<file path="config.mk">
export PLATFORM = sky130hd
export DESIGN_NAME = io_write_arbiter
export DESIGN_NICKNAME = d
export VERILOG_FILES = /design/src/rtl/io_write_arbiter.sv
export SDC_FILE = /design/constraint.sdc
export NUM_CORES = 1
export LEC_CHECK = 0
export CAP_MARGIN = 20
export CELL_PAD_IN_SITES_DETAIL_PLACEMENT = 1
export CELL_PAD_IN_SITES_GLOBAL_PLACEMENT = 2
export CORE_MARGIN = 1
export CORE_UTILIZATION = 25
export CTS_CLUSTER_DIAMETER = 30
export DETAILED_ROUTE_END_ITERATION = 12
export PLACE_DENSITY = 0.89
export SKIP_CTS_REPAIR_TIMING = 1
export SYNTH_ARGS = -nofsm -noshare
export SYNTH_HDL_FRONTEND = slang
export SYNTH_SLANG_ARGS = --single-unit
</file>
<file path="constraint.sdc">
create_clock -name clk_i -period 3.2 [get_ports clk_i]
set_input_delay 0.32 -clock clk_i [delete_from_list [all_inputs] [get_ports clk_i]]
set_output_delay 0.32 -clock clk_i [all_outputs]
set_load 0.01 [all_outputs]
</file>
<file path="src/rtl/io_write_arbiter.sv">
// Two-requester write-bus arbiter: round-robin selection with bounded burst locking,
// winning write driven onto the bus as a registered single-cycle strobe.
module io_write_arbiter #(
    parameter int unsigned ADDR_W    = 8,
    parameter int unsigned DATA_W    = 8,
    parameter int unsigned MAX_BURST = 4
) (
    input  logic              clk_i,
    input  logic              reset_i,
    input  logic              req0_valid_i,
    output logic              req0_ready_o,
    input  logic [ADDR_W-1:0] req0_addr_i,
    input  logic [DATA_W-1:0] req0_data_i,
    input  logic              req0_lock_i,
    input  logic              req1_valid_i,
    output logic              req1_ready_o,
    input  logic [ADDR_W-1:0] req1_addr_i,
    input  logic [DATA_W-1:0] req1_data_i,
    input  logic              req1_lock_i,
    output logic              bus_we_o,
    output logic [ADDR_W-1:0] bus_address_o,
    output logic [DATA_W-1:0] bus_data_in_o,
    output logic              grant_id_o,
    output logic              locked_o
);

    localparam int unsigned CntW = $clog2(MAX_BURST + 1);
    // Count value at which the current locked transfer is the final one of the burst.
    localparam logic [CntW-1:0] LastBeat = CntW'(MAX_BURST - 1);
    localparam bit LockEnable = (MAX_BURST > 1);

    typedef enum logic {StArb, StLocked} state_e;

    state_e            state_q, state_d;
    logic [CntW-1:0]   burst_cnt_q, burst_cnt_d;
    logic              last_grant_q, last_grant_d;
    logic              grant_id_q, grant_id_d;
    logic              bus_we_q, bus_we_d;
    logic [ADDR_W-1:0] bus_address_q, bus_address_d;
    logic [DATA_W-1:0] bus_data_q, bus_data_d;

    logic xfer, winner, win_lock;

    always_comb begin
        req0_ready_o = 1'b0;
        req1_ready_o = 1'b0;
        if (!reset_i) begin
            case (state_q)
                StArb: begin
                    if (req0_valid_i && req1_valid_i) begin
                        req0_ready_o = last_grant_q;
                        req1_ready_o = !last_grant_q;
                    end else begin
                        req0_ready_o = req0_valid_i;
                        req1_ready_o = req1_valid_i;
                    end
                end
                StLocked: begin
                    req0_ready_o = req0_valid_i && !last_grant_q;
                    req1_ready_o = req1_valid_i && last_grant_q;
                end
                default: ;
            endcase
        end
    end

    assign winner   = req1_valid_i && req1_ready_o;
    assign xfer     = (req0_valid_i && req0_ready_o) || winner;
    assign win_lock = winner ? req1_lock_i : req0_lock_i;

    always_comb begin
        state_d       = state_q;
        burst_cnt_d   = burst_cnt_q;
        last_grant_d  = last_grant_q;
        grant_id_d    = grant_id_q;
        bus_we_d      = xfer;
        bus_address_d = bus_address_q;
        bus_data_d    = bus_data_q;

        if (xfer) begin
            last_grant_d  = winner;
            grant_id_d    = winner;
            bus_address_d = winner ? req1_addr_i : req0_addr_i;
            bus_data_d    = winner ? req1_data_i : req0_data_i;
        end

        case (state_q)
            StArb: begin
                if (xfer && win_lock && LockEnable) begin
                    state_d     = StLocked;
                    burst_cnt_d = CntW'(1);
                end
            end
            StLocked: begin
                // An idle owner or an exhausted burst both release the lock.
                if (xfer && win_lock && (burst_cnt_q < LastBeat)) begin
                    burst_cnt_d = burst_cnt_q + CntW'(1);
                end else begin
                    state_d     = StArb;
                    burst_cnt_d = '0;
                end
            end
            default: begin
                state_d     = StArb;
                burst_cnt_d = '0;
            end
        endcase
    end

    always_ff @(posedge clk_i) begin
        if (reset_i) begin
            state_q       <= StArb;
            burst_cnt_q   <= '0;
            last_grant_q  <= 1'b1;
            grant_id_q    <= 1'b0;
            bus_we_q      <= 1'b0;
            bus_address_q <= '0;
            bus_data_q    <= '0;
        end else begin
            state_q       <= state_d;
            burst_cnt_q   <= burst_cnt_d;
            last_grant_q  <= last_grant_d;
            grant_id_q    <= grant_id_d;
            bus_we_q      <= bus_we_d;
            bus_address_q <= bus_address_d;
            bus_data_q    <= bus_data_d;
        end
    end

    assign bus_we_o      = bus_we_q;
    assign bus_address_o = bus_address_q;
    assign bus_data_in_o = bus_data_q;
    assign grant_id_o    = grant_id_q;
    assign locked_o      = (state_q == StLocked);

endmodule

</file>
==> results.sh <==
export IMPL_status="finished, final reports clean"
export IMPL_detail_route_vias_per_cell=4.56
export IMPL_die_height_um=72.5
export IMPL_fin_hold_ws_ps=521
export IMPL_std_cell_rows=25
export IMPL_via_count_of_the_first_global_routing_pass=1200
export IMPL_switching_share_pct=27.2
export IMPL_crit_required_ps=2880
export IMPL_grt_setup_unrepaired="no"
export IMPL_ys_ff_latch=23
export IMPL_final_period_minus_worst_setup_slack_ps=2370
export IMPL_syn_instance_count=113
export IMPL_grt_start_max_net_pins=28
export IMPL_htreeDepth=1
export IMPL_asyncSetResetFlopFracSynth_pct=0
export IMPL_synth_enable_flop_cells=0
export IMPL_timing_reg2reg_setup_slack_ps=1480
export IMPL_synthDistinctLibCells=29
export IMPL_wire_length_of_the_first_global_routing_pass_mm=5.44
export IMPL_pwr_share_clk_pct=25.8
export IMPL_clk_transition_reported_paths_ps=80
export IMPL_arrival_ps=2050
export IMPL_synthesis_area_mm2=0.00124
export IMPL_finalSetupViolCount=0
export IMPL_cellInternalPower_uw=509
export IMPL_worst_setup_path_end_kind="primary output"
export IMPL_timing_final_crit_share_pct=74.1
export IMPL_power_combinational_fraction_pct=27.9
export IMPL_detail_route_antenna_nets=0
export IMPL_min_path_type="reg2reg"
export IMPL_die_width_um=72.5
export IMPL_yosysTopAreaCellShare_pct=37.0
export IMPL_floorplan_die_area_mm2=0.00526
export IMPL_switchingPower_uw=190
export IMPL_tritoncts_sinks=23
export IMPL_final_setup_skew_ps=8.65
export IMPL_port_buffers=58
export IMPL_clockRootBuffer="sky130_fd_sc_hd__clkbuf_8"
export IMPL_place_detailed_hpwl_mm=2.69
export IMPL_cts_tree="yes"
export IMPL_synth_commonest_cells="sky130_fd_sc_hd__dfxtp_1, sky130_fd_sc_hd__mux2i_1, sky130_fd_sc_hd__a211oi_2"
export IMPL_route_detailed_wl_per_inst_um=13.9
export IMPL_drcViolationCount=0
export IMPL_cp_start_kind="input port"
export IMPL_finalMaxSlewViolations=0
export IMPL_layout_area_overhead_vs_synth_pct=50.7
export IMPL_ys_top_cells_by_area="sky130_fd_sc_hd__dfxtp_1, sky130_fd_sc_hd__a211oi_2, sky130_fd_sc_hd__mux2i_1"
export IMPL_initial_utilization_pct=26.2
export IMPL_slew_headroom_pct=73.6
export IMPL_n_fill_cell=538
export IMPL_synth_main_ff_cell="sky130_fd_sc_hd__dfxtp_1"
export IMPL_synthesis_area_per_instance_um2=11.0
export IMPL_setup_worst_path_class="in2out"
export IMPL_ctsLongestPathBuffers=2
export IMPL_grt_total_usage_pct=12.8
export IMPL_synth_top_area_cell="sky130_fd_sc_hd__dfxtp_1"
export IMPL_drt_first_iter_violations=44
export IMPL_io_pin_count=59
export IMPL_core_mm2=0.00475
export IMPL_yosysWarnings=0
export IMPL_global_route_overflow_total=0
export IMPL_finish_net_count=210
export IMPL_placed_cells=233
export IMPL_timing_max_cap_violations=0
export IMPL_seq_area_frac_synth_pct=37.0
export IMPL_irDropWorstVdd_uv=191
export IMPL_antenna_found_initial=0
export IMPL_cts_buffer_count=3
export IMPL_hold_viol=0
export IMPL_power_frac_seq_pct=46.4
export IMPL_finish_cell_count_without_fillers=237
export IMPL_maxClockFrequency_ghz=0.422
export IMPL_fin_tns_setup_ps=0
export IMPL_yosys_cell_count_top_type="sky130_fd_sc_hd__dfxtp_1"
export IMPL_routed_wl_mm=3.30
export IMPL_final_layout_size_suffix_gt1_share_pct=22.9
export IMPL_detail_route_first_pass_iterations=4
export IMPL_syn_num_nets=152
export IMPL_power_leakage_uw=0.000774
export IMPL_worst_pin_slew_ps=395
export IMPL_power_density_mw_per_mm2=373
export IMPL_worstSkewPairLatency_ps=260
export IMPL_worstPathMaxFanout=17
export IMPL_antenna_diode_count=0
export IMPL_vias=1081
export IMPL_gp_routability_congestion=0.810
==> power groups by stage <==
stage                     logic [µW]  registers, µW  clock network, µW
after floorplan                 97.7            337                  0
after global placement           191            329                  0
after detailed placement         198            331                  0
after CTS                        198            325                189
after global routing             210            327                202
final                            195            324                180
==> area by class of cell <==
type                            instances  area [µm²]  area share [%]
Multi-Input combinational cell         76         656            35.0
Sequential cell                        23         460            24.6
Inverter                                6        22.5            1.20
Clock buffer                            3        41.3            2.20
Timing Repair Buffer                   61         603            32.2
Clock inverter                          1        7.51           0.401
Tap cell                               67        83.8            4.47
==> critical path, stage by stage <==
cell	delay [ps]
sky130_fd_sc_hd__clkdlybuf4s50_1	530
sky130_fd_sc_hd__nor2b_1	260
sky130_fd_sc_hd__nand3_2	100
sky130_fd_sc_hd__buf_4	230
sky130_fd_sc_hd__inv_1	80
sky130_fd_sc_hd__clkdlybuf4s50_1	520
==> flip-flops by register name, indices dropped and copies added (netlist names) <==
signal         count
burst_cnt_q        3
bus_address_o      8
bus_data_in_o      8
bus_we_o           1
grant_id_o         1
last_grant_q       1
locked_o           1
==> cell usage in the layout (no fill, tap or decap), drive strengths merged, types with 3 or more instances in the layout <==
cell / netlist / final
inv: 6 / 6
dfxtp: 23 / 23
nor2: 18 / 18
clkbuf: 0 / 3
o21ai: 5 / 5
clkdlybuf4s50: 0 / 58
buf: 8 / 3
mux2i: 16 / 16
a211oi: 17 / 17
==> cell families after synthesis <==
| kind of cell | after synthesis | synth area share, % |
|---|---|---|
| and+or+nand+nor | 28 | 15.1 |
| muxes | 16 | 12.9 |
| buffers and inverters | 14 | 10.3 |
| AOI/OAI and AO/OA | 31 | 23.7 |
| DFF | 23 | 37.0 |
| adders and majority gates | 1 | 1.01 |
==> per-layer routing <==
layer / wire, µm / GRT usage, %
met2: 1660 / 24.7
met5: 0 / 0
met3: 267 / 3.19
met4: 0 / 1.74
met1: 1360 / 14.4
==> final timing paths <==
kind,to,cells after the start,start
worst min register to register,burst_cnt_q[0]$_SDFFE_PP0P_,2,burst_cnt_q[0]$_SDFFE_PP0P_
worst max-delay path,req1_ready_o,6,req1_valid_i
worst max register to register,bus_data_in_o[6]$_SDFFE_PP0P_,5,last_grant_q$_SDFFE_PP1P_
worst min-delay path,burst_cnt_q[0]$_SDFFE_PP0P_,2,burst_cnt_q[0]$_SDFFE_PP0P_
==> stage by stage <==
step	cell area, µm²	util (%)	setup slack, ps	power [µW]
3_3_place_gp	1830	38.4	883	520
2_1_floorplan	1240	-	1750	435
5_1_grt	1870	39.4	690	739
4_1_cts	1870	39.4	800	711
6_report	1870	39.4	828	699
3_5_place_dp	1830	38.4	800	529
Note: power is estimated with default switching activity, not from simulation.
